`config.mk`:
```
export PLATFORM = sky130hd
export DESIGN_NAME = adder_pipe
export DESIGN_NICKNAME = d
export VERILOG_FILES = /design/src/rtl/adder_pkg.sv /design/src/rtl/adder_fa.sv /design/src/rtl/adder_slice.sv /design/src/rtl/adder_pipe.sv
export SDC_FILE = /design/constraint.sdc
export NUM_CORES = 1
export LEC_CHECK = 0
export CAP_MARGIN = 20
export CORE_MARGIN = 4
export CORE_UTILIZATION = 55
export CTS_CLUSTER_DIAMETER = 200
export DETAILED_ROUTE_END_ITERATION = 8
export HOLD_SLACK_MARGIN = 0.03
export PLACE_DENSITY = 0.91
export SYNTH_ARGS = -nofsm -noshare
export SYNTH_HDL_FRONTEND = slang
export SYNTH_SLANG_ARGS = --single-unit
```
`constraint.sdc`:
```
create_clock -name clk -period 3.05 [get_ports clk]
set_clock_uncertainty 0.15 [all_clocks]
set_input_delay 0.61 -clock clk [delete_from_list [all_inputs] [get_ports clk]]
set_output_delay 0.61 -clock clk [all_outputs]
set_load 0.03 [all_outputs]
```
`src/rtl/adder_pkg.sv`:
```
// Shared constants, stage-count helper and per-stage record for the pipelined adder.
package adder_pkg;

  localparam int unsigned ADDER_WIDTH = 16;
  localparam int unsigned ADDER_SLICE = 4;

  function automatic int unsigned adder_nstage(input int unsigned width,
                                               input int unsigned slice);
    return width / slice;
  endfunction

  typedef struct packed {
    logic                   valid;
    logic [ADDER_WIDTH-1:0] a_rem;
    logic [ADDER_WIDTH-1:0] b_rem;
    logic [ADDER_WIDTH-1:0] sum_done;
    logic                   carry;
  } adder_stage_t;

endpackage

```
`src/rtl/adder_fa.sv`:
```
// One-bit full-adder cell.
module adder_fa (
  input  logic a_i,
  input  logic b_i,
  input  logic c_i,
  output logic s_o,
  output logic c_o
);

  assign s_o = a_i ^ b_i ^ c_i;
  assign c_o = (a_i & b_i) | (c_i & (a_i ^ b_i));

endmodule

```
`src/rtl/adder_slice.sv`:
```
// Combinational SLICE-bit ripple adder built from adder_fa; also exposes the carry into its MSB.
module adder_slice #(
  parameter int unsigned SLICE = 4
) (
  input  logic [SLICE-1:0] a,
  input  logic [SLICE-1:0] b,
  input  logic             cin,
  output logic [SLICE-1:0] sum,
  output logic             cout,
  output logic             cmsb
);

  logic [SLICE:0] c;

  assign c[0] = cin;

  for (genvar i = 0; i < SLICE; i++) begin : g_bit
    adder_fa u_fa (
      .a_i (a[i]),
      .b_i (b[i]),
      .c_i (c[i]),
      .s_o (sum[i]),
      .c_o (c[i+1])
    );
  end

  assign cout = c[SLICE];
  assign cmsb = c[SLICE-1];

endmodule

```
`src/rtl/adder_pipe.sv`:
```
// Pipelined adder/subtractor: one SLICE-bit slice resolved per stage, registered carry between stages.
// Optional signed-overflow output enabled by defining ADDER_PIPE_OVF_EN.
module adder_pipe
  import adder_pkg::*;
#(
  parameter int unsigned WIDTH = ADDER_WIDTH,
  parameter int unsigned SLICE = ADDER_SLICE
) (
  input  logic             clk,
  input  logic             rst,
  input  logic             in_valid,
  output logic             in_ready,
  input  logic [WIDTH-1:0] a,
  input  logic [WIDTH-1:0] b,
  input  logic             cin,
  input  logic             sub,
  output logic             out_valid,
  input  logic             out_ready,
  output logic [WIDTH-1:0] sum,
  output logic             cout
`ifdef ADDER_PIPE_OVF_EN
  ,
  output logic             ovf
`endif
);

  localparam int unsigned NSTAGE = adder_nstage(WIDTH, SLICE);

  // Same field layout as adder_stage_t, sized for this instance's WIDTH.
  typedef struct packed {
    logic             valid;
    logic [WIDTH-1:0] a_rem;
    logic [WIDTH-1:0] b_rem;
    logic [WIDTH-1:0] sum_done;
    logic             carry;
  } stage_t;

  stage_t st_q [NSTAGE];
  stage_t st_d [NSTAGE];

  logic [NSTAGE-1:0][SLICE-1:0] sl_a;
  logic [NSTAGE-1:0][SLICE-1:0] sl_b;
  logic [NSTAGE-1:0][SLICE-1:0] sl_sum;
  logic [NSTAGE-1:0]            sl_ci;
  logic [NSTAGE-1:0]            sl_co;
  logic [NSTAGE-1:0]            sl_cmsb;

  logic             adv;
  logic [WIDTH-1:0] b_eff;

  assign adv      = out_ready | ~out_valid;
  assign in_ready = adv;
  assign b_eff    = sub ? ~b : b;

  for (genvar k = 0; k < NSTAGE; k++) begin : g_stage
    if (k == 0) begin : g_first
      assign sl_a[k]  = a[SLICE-1:0];
      assign sl_b[k]  = b_eff[SLICE-1:0];
      assign sl_ci[k] = sub | cin;
    end else begin : g_next
      assign sl_a[k]  = st_q[k-1].a_rem[k*SLICE +: SLICE];
      assign sl_b[k]  = st_q[k-1].b_rem[k*SLICE +: SLICE];
      assign sl_ci[k] = st_q[k-1].carry;
    end

    adder_slice #(.SLICE(SLICE)) u_slice (
      .a    (sl_a[k]),
      .b    (sl_b[k]),
      .cin  (sl_ci[k]),
      .sum  (sl_sum[k]),
      .cout (sl_co[k]),
      .cmsb (sl_cmsb[k])
    );
  end

  // Operand bits above the resolved slice ride along with the beat, so no output deskew is needed.
  always_comb begin
    st_d[0]                        = '{valid: in_valid, a_rem: a, b_rem: b_eff,
                                       sum_done: '0, carry: sl_co[0]};
    st_d[0].sum_done[SLICE-1:0]    = sl_sum[0];
    for (int unsigned k = 1; k < NSTAGE; k++) begin
      st_d[k]                            = st_q[k-1];
      st_d[k].sum_done[k*SLICE +: SLICE] = sl_sum[k];
      st_d[k].carry                      = sl_co[k];
    end
  end

  always_ff @(posedge clk or negedge rst) begin
    if (!rst) begin
      for (int unsigned k = 0; k < NSTAGE; k++) begin
        st_q[k] <= '0;
      end
    end else if (adv) begin
      for (int unsigned k = 0; k < NSTAGE; k++) begin
        st_q[k] <= st_d[k];
      end
    end
  end

  assign out_valid = st_q[NSTAGE-1].valid;
  assign sum       = st_q[NSTAGE-1].sum_done;
  assign cout      = st_q[NSTAGE-1].carry;

`ifdef ADDER_PIPE_OVF_EN
  logic ovf_q;

  always_ff @(posedge clk or negedge rst) begin
    if (!rst) begin
      ovf_q <= 1'b0;
    end else if (adv) begin
      ovf_q <= sl_cmsb[NSTAGE-1] ^ sl_co[NSTAGE-1];
    end
  end

  assign ovf = ovf_q;
`else
  logic unused_cmsb;
  assign unused_cmsb = ^sl_cmsb;
`endif

endmodule

```
==> out/metrics.cfg, run 1 <==
[outcome]
outcome=finished clean

[finish]
multi_input_area_mm2=0.00162
final_nets=387
antennaDiodeCount=0
final_area_mm2=0.00512
fillers=480
seqCellArea_mm2=0.00240
syn2layout_area_growth_pct=21.5
post-route-util_pct=69.8
drive_above_1_share_pct=31.7
final_cells=437

[setup_path]
crit_chain=clkdlybuf4s50_1 -> xnor2_1 -> fa_2 -> fa_2 -> fa_1 -> inv_1 -> fa_1 -> mux2_4
critPathLaunch=b[0]
cp-endpoint=st_d[104]
worstPathMaxFanout=1
startpoint_type=primary input
end_kind=register
r2r_end=st_d[12]
reg2reg_from=sl_a[8]
arrival_ns=3.04
r2r_cells=8
slowest_stage=clkdlybuf4s50_1
path_class=primary input to register
r2r_slack_ns=0.59
slowest_delay_ns=0.45
critPathRequiredTime_ns=3.15

[route]
vias_per_cell=5.09
wl_per_cell_um=16.2
first_pass_iters=4
drc_errors=0
ant_nets=0
dr_total_vias=2225
first_iter_violations=64
routed_wirelength_mm=7.10

[grt]
grt_max_degree=97
gr-usage-all-layers_pct=17.7
grt_pass1_vias=2384
grt_pass1_wl_mm=12.0
antenna_found_initial=0
overflow=0

[worst_hold_path]
hold_class=primary input to async pin

[place]
placed_cell_area_mm2=0.00485
place_ws_ns=-0.442
gp_congestion=0.774
portBuffers=56
dpl.cell_count=421
dp_hpwl_mm=4.91

[timing]
rsz0062_at_grt=false
tightest_slew_ns=0.573
layout_setup_ws_ns=0.116
relSlewSlack_pct=61.8
setup_viol=0
fmax_ghz=0.341
period_needed_ns=2.93
fin_crit_sh_pct=96.2
hold_viol=0
drv_slew=0

[clock_network]
cts_max_path_buffers=2
cts_buffers=9
path_clk_slew_ns=0.09
cts_hold_buf=0
clock-sinks=96
root_buffer=clkbuf_8
insertion_delay_ns=0.36
htreeDepth=3
cts_tree=built

[yosys]
synth_edf_count=0
synth_cells=276
ys.flop_type=dfrtp_1
syn_avg_cell_area_um2=15.3
synth_commonest_cells=dfrtp_1, mux2_2, inv_1
netlist_area_mm2=0.00421
synth_area_leaders=dfrtp_1, mux2_2, fa_1
yosysWarnings=0
synth_top_area_share_pct=57.0
yosysMostFrequentCell=dfrtp_1
seq_area_frac_synth_pct=57.0
yosysUniqueCellTypes=17
yosysTopAreaCell=dfrtp_1
synth-seq-cells=96
synthArstFlopShare_pct=100
syn_nets=330

[floorplanning]
design.core.area_mm2=0.00733
die_h_um=95.5
fp.dieW_um=95.5
start_util_pct=57.5
die_area_mm2=0.00912
num_rows=31
top_level_ports=57

[power_and_ir_drop]
intPower_w=0.00357
clkPwrFrac_pct=20.6
ir_worst_vdd_mv=0.516
p_comb_share_pct=37.8
switching_share_pct=31.8
seq_power_share_pct=41.6
power_leakage_nw=2.26
power.switching_w=0.00166
power_per_cell_area_mw_per_mm2=1020

[flow_run]
drv_cap=0

==> registers in the layout (all words and copies together), names as in the netlist <==
name and cells:
cout 1, out_valid 1, sl_a 12, sl_b 12, sl_ci 3, st_d 51, sum 16
==> worst min path at each step <==
stage,cells after the start,end
3_3_place_gp,1,out_valid
6_report,1,sl_a[10]
4_1_cts,1,sum[0]
2_1_floorplan,0,cout
5_1_grt,1,sl_a[5]
3_5_place_dp,1,out_valid
==> power by group through the flow <==
stage	clock, W	combinational, W	sequential [W]
after CTS	0.00109	0.00202	0.00218
after global placement	0	0.00190	0.00215
final	0.00108	0.00198	0.00218
after detailed placement	0	0.00200	0.00221
after global routing	0.00116	0.00218	0.00225
after floorplan	0	0.00122	0.00233
==> logic make-up after synthesis <==
logic type	after synthesis	synth area share, %
AO/OA/AOI/OAI	10	1.19
flip-flops	96	57.0
buffers and inverters	40	4.75
AND/OR/NAND/NOR	13	2.35
adder cells (fa/ha/maj)	16	7.60
multiplexers	85	23.8
XOR/XNOR	16	3.33
==> what timing repair did <==
action                     CTS  global route
gates resized for setup      1             0
setup endpoints to repair    1             0
hold endpoints to repair     0             0
setup buffers                0             0
==> layout make-up <==
cell class,instances,area share [%]
flip-flops and latches,96,46.9
well taps,99,2.42
inverters,25,1.83
multi-input cells,140,31.5
repair buffers,61,12.0
clock buffers,10,2.69
clock inverters,6,2.54
==> cells in the final DEF (no fill, tap or decap), types with 2 or more instances in the layout <==
cell type        Yosys  final
dfrtp_1             96     96
mux2_2              68     68
clkdlybuf4s50_1      0     53
inv_1               25     25
fa_1                16     14
mux2_4              13     13
xor2_1              11     11
nor3b_1             10     10
a21oi_1             10     10
clkbuf_8             0     10
xnor2_1              5      5
buf_4                1      5
mux2i_1              4      4
bufinv_16            0      4
fa_2                 0      2
clkinv_2             0      2
buf_12               0      2
==> worst max-delay path, delay by kind of cell <==
family                   cells  cell delay [ns]
XOR/XNOR                     1             0.17
adder cells (fa/ha/maj)      4             1.48
buffers and inverters        2             0.52
multiplexers                 1             0.26
==> metrics by stage <==
stage	hold WS (ns)	total power (W)	TNS, ns
after floorplan	0.164	0.00355	-0.0422
after global placement	0.301	0.00406	-0.418
after detailed placement	0.327	0.00421	-0.448
after CTS	0.0953	0.00530	0
after global routing	0.114	0.00559	0
final	0.0914	0.00523	0
==> per-layer routing <==
| layer | track usage (%) | share of wire [%] | vias to the layer above |
|---|---|---|---|
| li1 | - | - | 1023 |
| met1 | 22.5 | 43 | 1160 |
| met2 | 29.4 | 52 | 35 |
| met3 | 5.52 | 4.6 | 7 |
| met4 | 4.98 | 1.1 | 0 |
| met5 | 0 | 0 | - |
No activity file was read; power rests on OpenSTA's default activity.
==> inputs of run 2 (changes only) <==
--- a/config.mk
+++ b/config.mk
@@ -12,6 +12,7 @@
 export DETAILED_ROUTE_END_ITERATION = 8
 export HOLD_SLACK_MARGIN = 0.03
 export PLACE_DENSITY = 0.91
+export SLEW_MARGIN = 10
 export SYNTH_ARGS = -nofsm -noshare
 export SYNTH_HDL_FRONTEND = slang
 export SYNTH_SLANG_ARGS = --single-unit
==> results of run 2 <==
Final layout, timing and power as in run 1 (identical DEF).
==> inputs of run 3 (changes only) <==
--- a/config.mk
+++ b/config.mk
@@ -11,6 +11,7 @@
 export CTS_CLUSTER_DIAMETER = 200
 export DETAILED_ROUTE_END_ITERATION = 8
 export HOLD_SLACK_MARGIN = 0.03
+export MAX_ROUTING_LAYER = met4
 export PLACE_DENSITY = 0.91
 export SLEW_MARGIN = 10
 export SYNTH_ARGS = -nofsm -noshare
==> run 3 against run 2 <==
First-iteration DRC count increased by 13%. Final cell count did not move. Via count decreased by 0.40%. Critical endpoint unchanged. Largest power group unchanged. Highest routed layer unchanged.
==> out/metrics.cfg, run 3 (synthesized netlist as in run 1, its figures left out) <==
[route]
routed_wirelength_mm=7.07
ant_nets=0
dr_total_vias=2216
drc_errors=0
wl_per_cell_um=16.2
first_pass_iters=4
first_iter_violations=72
vias_per_cell=5.07

[timing]
tightest_slew_ns=0.570
period_needed_ns=2.93
hold_viol=0
relSlewSlack_pct=62.0
fin_crit_sh_pct=96.2
setup_viol=0
finalSetupTns_ns=0
fmax_ghz=0.341
drv_slew=0
rsz0062_at_grt=false

[setup_path]
worstPathMaxFanout=1
slowest_stage=clkdlybuf4s50_1
crit_chain=clkdlybuf4s50_1 -> xnor2_1 -> fa_2 -> fa_2 -> fa_1 -> inv_1 -> fa_1 -> mux2_4
end_kind=register
arrival_ns=3.04
critPathRequiredTime_ns=3.15
slowest_delay_ns=0.45
startpoint_type=primary input
path_class=primary input to register

[grt]
grt_pass1_vias=2382
grt_max_degree=97
overflow=0
antenna_found_initial=0
grt_pass1_wl_mm=11.9
gr-usage-all-layers_pct=18.2

[finish]
syn2layout_area_growth_pct=21.5
antennaDiodeCount=0
final_area_mm2=0.00512
seqCellArea_mm2=0.00240
multi_input_area_mm2=0.00162
fillers=480
final_nets=387
final_common_cell=dfrtp_1
drive_above_1_share_pct=31.7
largest_register_ffs=51
layout_common_cells=dfrtp_1, mux2_2, clkdlybuf4s50_1

[floorplanning]
top_level_ports=57
die_h_um=95.5
start_util_pct=57.5
num_rows=31
design.core.area_mm2=0.00733
fp.dieW_um=95.5
die_area_mm2=0.00912

[power_and_ir_drop]
totalPowerFinal_w=0.00523
power.switching_w=0.00166
intPower_w=0.00357
p_comb_share_pct=37.8
switching_share_pct=31.8
ir_worst_vdd_mv=0.517
power_per_cell_area_mw_per_mm2=1020
seq_power_share_pct=41.6
power_leakage_nw=2.26
clkPwrFrac_pct=20.6

[worst_hold_path]
hold_class=primary input to async pin

[place]
portBuffers=56
dp_hpwl_mm=4.91
placed_cell_area_mm2=0.00485
gp_congestion=0.785

[clock_network]
post_cts_buffers=0
insertion_delay_ns=0.36
cts_tree=built
htreeDepth=3
cts_buffers=9
cts_max_path_buffers=2
root_buffer=clkbuf_8
path_clk_slew_ns=0.09
clock-sinks=96

[outcome]
outcome=finished clean

[flow_run]
drv_cap=0

## run 3: cell counts in the layout (fill, tap and decap cells not counted)
No cell type changed its count.
## run 3: what timing repair did
action | 4_1_cts | 5_1_grt
endpoints found under the setup margin | 1 | 0
hold buffers | 0 | 0
resized for setup | 1 | 0
## run 3: final timing paths
kind                                   to  depth (start not counted)  slack (ns)  startpoint
worst min register to register  out_valid                          1        0.35    st_d[49]
min in group clk                out_valid                          1        0.35    st_d[49]
worst max-delay path            st_d[104]                          8        0.12        b[0]
worst min-delay path             sl_a[10]                          1        0.09         rst
worst max register to register   st_d[12]                          8        0.59     sl_a[8]
max in group asynchronous        st_d[12]                          2        1.98         rst
## run 3: power groups by stage
stage               Combinational (W)  Clock (W)  Sequential, W
floorplan                     0.00122          0        0.00233
global placement              0.00190          0        0.00215
detailed placement            0.00200          0        0.00221
CTS                           0.00202    0.00109        0.00218
global route                  0.00218    0.00116        0.00225
finish                        0.00198    0.00108        0.00218
## run 3: critical path: cells and delay by family
family,cells,cell delay [ns]
adders and majority gates,4,1.48
xor gates and xnor gates,1,0.17
muxes,1,0.26
buffers and inverters,2,0.52
## run 3: per-stage QoR
stage / cells / worst slack, ns / util [%] / hold slack (ns)
after global placement: 421 / -0.418 / 66.2 / 0.301
after CTS: 437 / 0.130 / 69.8 / 0.0953
after floorplan: 276 / -0.0422 / - / 0.164
after detailed placement: 421 / -0.442 / 66.2 / 0.327
after global routing: 437 / 0.0789 / 69.8 / 0.114
final: 437 / 0.116 / 69.8 / 0.0916
## run 3: layout make-up
cell class / count / share of cell area (%)
Clock inverter: 6 / 2.54
Timing Repair Buffer: 61 / 12.0
Tap cell: 99 / 2.42
Multi-Input combinational cell: 140 / 31.5
Sequential cell: 96 / 46.9
Inverter: 25 / 1.83
Clock buffer: 10 / 2.69
## run 3: per-layer routing
| layer | part of all wire [%] | global-route usage [%] | wire, µm | vias up |
|---|---|---|---|---|
| li1 | - | - | - | 1022 |
| met1 | 43 | 22.9 | 3060 | 1153 |
| met2 | 51 | 29.2 | 3640 | 35 |
| met3 | 4.2 | 5.21 | 300 | 6 |
| met4 | 0.99 | 4.98 | 70 | 0 |
| met5 | 0 | - | 0 | - |
